`config.mk`:
```
export PLATFORM = sky130hd
export DESIGN_NAME = store_data_merge
export DESIGN_NICKNAME = d
export VERILOG_FILES = /design/src/rtl/lsu_pkg.sv /design/src/rtl/store_data_merge_byte_lane_merge.sv /design/src/rtl/store_data_merge.sv
export SDC_FILE = /design/constraint.sdc
export NUM_CORES = 1
export LEC_CHECK = 0
export BUFFER_PORTS_ARGS = -buffer_cell sky130_fd_sc_hd__buf_2
export CORE_ASPECT_RATIO = 1.2
export CORE_UTILIZATION = 35
export DETAILED_ROUTE_END_ITERATION = 16
export PLACE_DENSITY = 0.61
export SLEW_MARGIN = 15
export SYNTH_ARGS = -nofsm -noshare
export SYNTH_HDL_FRONTEND = slang
export SYNTH_SLANG_ARGS = --single-unit
```
`constraint.sdc`:
```
create_clock -name clk -period 2 [get_ports clk]
set_clock_uncertainty 0.15 [all_clocks]
set_input_delay 0.4 -clock clk [delete_from_list [all_inputs] [get_ports clk]]
set_output_delay 0.4 -clock clk [all_outputs]
set_load 0.02 [all_outputs]
```
`src/rtl/lsu_pkg.sv`:
```
`default_nettype none
// ============================================================================
//  Package     : lsu_pkg
//  Description : Shared load/store unit types: store size encoding, store
//                merge FSM states and the store alignment check.
//  Revision    : 1.0 - initial release
// ============================================================================
package lsu_pkg;

   // Store size as carried on the LSU request bus and decoded by the
   // instruction decoder.
   typedef enum logic [1:0] {
      SZ_BYTE = 2'b00,
      SZ_HALF = 2'b01,
      SZ_WORD = 2'b10,
      SZ_RSVD = 2'b11
   } st_size_e;

   // States of the store read-modify-write sequencer.
   typedef enum logic [2:0] {
      IDLE = 3'd0,
      RD   = 3'd1,
      MRG  = 3'd2,
      WR   = 3'd3,
      ERR  = 3'd4
   } st_state_e;

   // Width of the data memory word.
   localparam int c_WORD_W = 32;

   // Width of the widest sub-word store lane (halfword).
   localparam int c_LANE_W = 16;

   // True when the low address bits do not match the natural alignment of
   // the access. Bytes are always aligned; the reserved size is rejected
   // separately by the caller.
   function automatic logic is_misaligned(input logic [1:0] addr_lo,
                                          input st_size_e   size);
      logic mis;
      mis = 1'b0;
      case (size)
         SZ_HALF: mis = addr_lo[0];
         SZ_WORD: mis = (addr_lo != 2'b00);
         default: mis = 1'b0;
      endcase
      return mis;
   endfunction

endpackage : lsu_pkg
`default_nettype wire

```
`src/rtl/store_data_merge_byte_lane_merge.sv`:
```
`default_nettype none
// ============================================================================
//  Module      : byte_lane_merge
//  Description : Combinational lane merge for sub-word stores. Replaces the
//                addressed byte or halfword of the old memory word with the
//                right-justified store data; all other bits pass through.
//  Revision    : 1.0 - initial release
// ============================================================================
module byte_lane_merge
   import lsu_pkg::*;
(
   input  logic [c_WORD_W-1:0] old_word_i,
   input  logic [c_LANE_W-1:0] new_data_i,
   input  logic [1:0]          byte_off_i,
   input  st_size_e            size_i,
   output logic [c_WORD_W-1:0] merged_word_o
);

   // Overlay the store lane on the old word; untouched lanes keep memory data.
   always_comb begin
      merged_word_o = old_word_i;
      case (size_i)
         SZ_BYTE: begin
            case (byte_off_i)
               2'd0:    merged_word_o[7:0]   = new_data_i[7:0];
               2'd1:    merged_word_o[15:8]  = new_data_i[7:0];
               2'd2:    merged_word_o[23:16] = new_data_i[7:0];
               default: merged_word_o[31:24] = new_data_i[7:0];
            endcase
         end
         SZ_HALF: begin
            // Only offsets 0 and 2 reach here; bit 0 was rejected upstream.
            if (byte_off_i[1]) begin
               merged_word_o[31:16] = new_data_i;
            end else begin
               merged_word_o[15:0]  = new_data_i;
            end
         end
         default: merged_word_o = old_word_i;
      endcase
   end

endmodule : byte_lane_merge
`default_nettype wire

```
`src/rtl/store_data_merge.sv`:
```
`default_nettype none
// ============================================================================
//  Module      : store_data_merge
//  Description : Store path into a 32-bit data memory without byte enables.
//                Word stores are written directly; byte and halfword stores
//                are performed as read / merge / write. Illegal requests
//                produce a one-cycle error pulse and never touch memory.
//  Revision    : 1.0 - initial release
// ============================================================================
module store_data_merge
   import lsu_pkg::*;
#(
   parameter int ADDR_W = 32
)
(
   input  logic                 clk,
   input  logic                 rst,
   input  logic                 req_valid_i,
   output logic                 req_ready_o,
   input  logic [ADDR_W-1:0]    req_addr_i,
   input  logic [c_WORD_W-1:0]  req_data_i,
   input  logic [1:0]           req_size_i,
   output logic [ADDR_W-3:0]    mem_addr_o,
   output logic                 mem_rd_en_o,
   input  logic [c_WORD_W-1:0]  mem_rdata_i,
   output logic                 mem_wr_en_o,
   output logic [c_WORD_W-1:0]  mem_wdata_o,
   output logic                 st_done_o,
   output logic                 st_err_o
);

   st_state_e             state_q;
   logic                  ready_q;
   logic                  rd_en_q;
   logic                  wr_en_q;
   logic                  done_q;
   logic                  err_q;
   logic [ADDR_W-3:0]     mem_addr_q;
   logic [c_WORD_W-1:0]   wdata_q;
   logic [1:0]            byte_off_q;
   st_size_e              size_q;
   logic [c_LANE_W-1:0]   data_q;

   st_size_e              w_req_size;
   logic                  w_accept;
   logic                  w_illegal;
   logic [c_WORD_W-1:0]   merged_d;

   assign w_req_size = st_size_e'(req_size_i);
   assign w_accept   = req_valid_i && ready_q;
   assign w_illegal  = (w_req_size == SZ_RSVD) ||
                       is_misaligned(req_addr_i[1:0], w_req_size);

   // Merge datapath: memory read data arrives during MRG and is folded with
   // the latched store lane.
   byte_lane_merge u_merge (
      .old_word_i    (mem_rdata_i),
      .new_data_i    (data_q),
      .byte_off_i    (byte_off_q),
      .size_i        (size_q),
      .merged_word_o (merged_d)
   );

   // Store sequencer with registered outputs; strobes are one-cycle pulses
   // set on the edge entering the state that owns them.
   always_ff @(posedge clk) begin
      if (rst) begin
         state_q    <= IDLE;
         ready_q    <= 1'b1;
         rd_en_q    <= 1'b0;
         wr_en_q    <= 1'b0;
         done_q     <= 1'b0;
         err_q      <= 1'b0;
         mem_addr_q <= '0;
         wdata_q    <= '0;
         byte_off_q <= 2'b00;
         size_q     <= SZ_BYTE;
         data_q     <= '0;
      end else begin
         rd_en_q <= 1'b0;
         wr_en_q <= 1'b0;
         done_q  <= 1'b0;
         err_q   <= 1'b0;
         case (state_q)
            IDLE: begin
               if (w_accept) begin
                  ready_q    <= 1'b0;
                  byte_off_q <= req_addr_i[1:0];
                  size_q     <= w_req_size;
                  // Only the low lane is kept; upper store bits of a
                  // sub-word request can never reach memory.
                  data_q     <= req_data_i[c_LANE_W-1:0];
                  if (w_illegal) begin
                     // mem_addr deliberately keeps its previous value.
                     err_q   <= 1'b1;
                     state_q <= ERR;
                  end else begin
                     mem_addr_q <= req_addr_i[ADDR_W-1:2];
                     if (w_req_size == SZ_WORD) begin
                        wdata_q <= req_data_i;
                        wr_en_q <= 1'b1;
                        done_q  <= 1'b1;
                        state_q <= WR;
                     end else begin
                        rd_en_q <= 1'b1;
                        state_q <= RD;
                     end
                  end
               end
            end
            RD: begin
               // Read strobe is out this cycle; data is valid in MRG.
               state_q <= MRG;
            end
            MRG: begin
               wdata_q <= merged_d;
               wr_en_q <= 1'b1;
               done_q  <= 1'b1;
               state_q <= WR;
            end
            WR, ERR: begin
               ready_q <= 1'b1;
               state_q <= IDLE;
            end
            default: begin
               ready_q <= 1'b1;
               state_q <= IDLE;
            end
         endcase
      end
   end

   assign req_ready_o = ready_q;
   assign mem_addr_o  = mem_addr_q;
   assign mem_rd_en_o = rd_en_q;
   assign mem_wr_en_o = wr_en_q;
   assign mem_wdata_o = wdata_q;
   assign st_done_o   = done_q;
   assign st_err_o    = err_q;

endmodule : store_data_merge
`default_nettype wire

```
==> results.py <==
metrics = {
    "setup_path": {
        "worst-r2r-cell-count": 5,
        "cp.required_ns": 2.06,
        "crit_start": "req_size_i[0]",
        "worstSetupStartpointType": "primary input",
        "path_class": "primary input to flip-flop",
        "r2r-end": "mem_addr_o[7]$_SDFFE_PP0P_",
        "crit_path_max_fanout": 30,
        "endpoint_kind": "flip-flop",
        "reg2reg_slack_ns": 0.13,
        "r2r_start": "req_ready_o$_SDFFE_PP1P_",
        "arrival_ns": 1.94,
    },
    "placement": {
        "dp.final_hpwl_um": 9652,
        "numPortBuffers": 167,
        "place_congestion": 0.8509,
        "dpl_worst_slack_ns": -0.2423,
    },
    "worst_hold_path": {
        "hold_class": "primary input to flip-flop",
        "hp-start": "req_data_i[10]",
        "whs_endpoint": "data_q[10]$_SDFFE_PP0P_",
        "worstHoldPathCells": 3,
    },
    "drt": {
        "dr.pass1.iters": 4,
        "antenna_left": 0,
        "drc": 0,
        "drtIter0Drc": 216,
        "avgRoutedWirePerCell_um": 16.28,
        "vias_per_cell": 5.521,
        "vias": 4621,
        "totalWireLength_um": 13630,
    },
    "timing": {
        "slew_headroom": 0.5977,
        "fmax_ghz": 0.5313,
        "rsz0062_at_grt": "false",
        "tightest_slew_ns": 0.5972,
        "finalHoldViolations": 0,
        "tns_ns": 0,
        "maxSlewViolCount": 0,
        "setup_slack_ns": 0.1178,
        "period_needed_ns": 1.882,
        "setup_violations": 0,
        "period_share": 0.9411,
    },
    "logic_synthesis": {
        "synthDominantCellAreaShare": 0.4154,
        "avgSynthCellArea_um2": 8.280,
        "seq_area_frac_synth": 0.4154,
        "synth_edf_count": 0,
        "synth-seq-cells": 89,
        "synthArstFlopShare": 0,
        "synth_cell_type_count": 42,
        "synth_top_area_cell": "dfxtp_1",
        "syn_area_mm2": 0.004289,
        "synth_nets": 622,
        "synthTopCellsByArea": "dfxtp_1 (42%), a21oi_1 (7.0%), o21ai_0 (6.1%)",
        "ys.flop_type": "dfxtp_1",
        "synth_cells": 518,
        "synth_warnings": 0,
    },
    "cells_and_area": {
        "nFillCells": 1196,
        "n_antenna_cell": 0,
        "ff_latch_area_mm2": 0.001782,
        "area_delta_synth_final_pct": 33.63,
        "final_cell_mix": "buf_2 (167), dfxtp_1 (89), a21oi_1 (59), o21ai_0 (51), nand2_1 (51)",
        "fin_nets": 779,
        "drive_above_1_share": 0.3338,
        "multi_input_area_mm2": 0.002248,
        "final_common_cell": "buf_2",
    },
    "global_routing": {
        "grt_usage": 0.2170,
        "grt_pass1_vias": 4350,
        "grt_pass1_wl_um": 21240,
        "gr-total-overflow": 0,
        "antenna_found_initial": 1,
        "grt_max_degree": 38,
    },
    "die": {
        "core.rowCount": 43,
        "core_mm2": 0.01173,
        "die_h_um": 123.3,
        "io_pins": 168,
        "die_area_mm2": 0.01270,
        "start_util": 0.3657,
        "dieWidth_um": 103.1,
    },
    "power_and_ir_drop": {
        "vdd_drop_max_uv": 349.1,
        "pwr_density_cell_mw_per_mm2": 882.4,
        "p_leak_nw": 2.502,
    },
    "cts": {
        "root_buffer": "clkbuf_16",
        "ctsResizeCount": 1,
        "cts.sinks": 89,
        "clk_pin_slew_ns": 0.06,
        "h-tree-depth": 3,
        "hold_buffers": 0,
        "cts_buffers": 9,
        "cts_tree": "done",
        "clk-insertion-delay-late_ns": 0.34,
        "cts_setup_buffers": 0,
        "cts_buffer_depth": 2,
    },
    "run": {
        "max_cap_viol_count": 0,
    },
    "status": {
        "status": "complete, no violations",
    },
}
## power breakdown
part | switching, mW | total, mW | internal (mW)
logic | 0.793 | 1.31 | 0.520
registers | 0.113 | 2.05 | 1.94
clock network | 0.689 | 1.69 | 1.00
## layer usage
| metal | GRT usage | share of wire |
|---|---|---|
| met3 | 0.05709 | 0.073 |
| met4 | 0.09243 | 0.021 |
| met5 | 0 | 0 |
| met1 | 0.2663 | 0.42 |
| met2 | 0.3563 | 0.49 |
## metrics by stage
stage	utilization	cells	area (um2)	hold WS [ns]	total power, mW
2_1_floorplan	-	518	4289	0.2866	2.885
3_3_place_gp	0.4630	821	5430	0.2934	3.369
3_5_place_dp	0.4630	821	5430	0.2981	3.400
5_1_grt	0.4887	837	5732	0.1511	5.320
6_report	0.4887	837	5732	0.1568	5.058
4_1_cts	0.4885	837	5729	0.1492	5.097
## worst max path at each step
| stage | to | slack [ns] | depth (start not counted) |
|---|---|---|---|
| 2_1_floorplan | mem_wdata_o[31]$_SDFFE_PP0P_ | 0.002 | 6 |
| 3_3_place_gp | mem_wdata_o[10]$_SDFFE_PP0P_ | -0.14 | 7 |
| 3_5_place_dp | mem_addr_o[7]$_SDFFE_PP0P_ | -0.24 | 7 |
| 4_1_cts | mem_addr_o[7]$_SDFFE_PP0P_ | 0.08 | 5 |
| 5_1_grt | mem_addr_o[15]$_SDFFE_PP0P_ | 0.009 | 5 |
| 6_report | mem_addr_o[7]$_SDFFE_PP0P_ | 0.12 | 7 |
## cells in the mapped netlist (4+ instances only)
| master | count |
|---|---|
| or2b_1 | 5 |
| buf_2 | 6 |
| nor2_1 | 22 |
| nand3_1 | 20 |
| o21ai_1 | 7 |
| dfxtp_1 | 89 |
| a31oi_1 | 17 |
| clkbuf_1 | 40 |
| a32o_1 | 16 |
| buf_4 | 6 |
| mux2i_1 | 11 |
| a221o_1 | 5 |
| o2111ai_1 | 4 |
| nand2_1 | 51 |
| a32oi_1 | 6 |
| o21ai_0 | 52 |
| inv_1 | 4 |
| a21oi_1 | 60 |
| a22o_1 | 16 |
| nand4_1 | 30 |
| buf_6 | 4 |
| nand2b_1 | 14 |
| o211ai_1 | 7 |
## cell type report
cell class,count,share of cell area
clock buffers,11,0.04235
clock inverters,5,0.009387
inverters,4,0.002620
multi-input cells,368,0.3923
flip-flops and latches,89,0.3108
well taps,157,0.03427
repair buffers,203,0.2083
## sequential cells by signal (all words and copies together), names as in the netlist
register and flops:
st_done_o 1, data_q 16, size_q 2, byte_off_q 2, mem_rd_en_o 1, mem_addr_o 30
st_err_o 1, mem_wdata_o 32, req_ready_o 1, state_q 3
## worst max-delay path, cell delays in order
cell and delay [ns]:
buf_2 0.12, ha_1 0.22, buf_4 0.14, or4b_1 0.50
buf_4 0.25, o21ai_0 0.22, a21oi_1 0.09
## cell families after synthesis
kind of cell,count (synthesis),synth area share
fa+ha+maj,3,0.008752
mux,11,0.02567
compound gates,195,0.2923
buf+inv,61,0.06738
flops,89,0.4154
simple gates,159,0.1905
No activity file was read; power rests on OpenSTA's default activity.
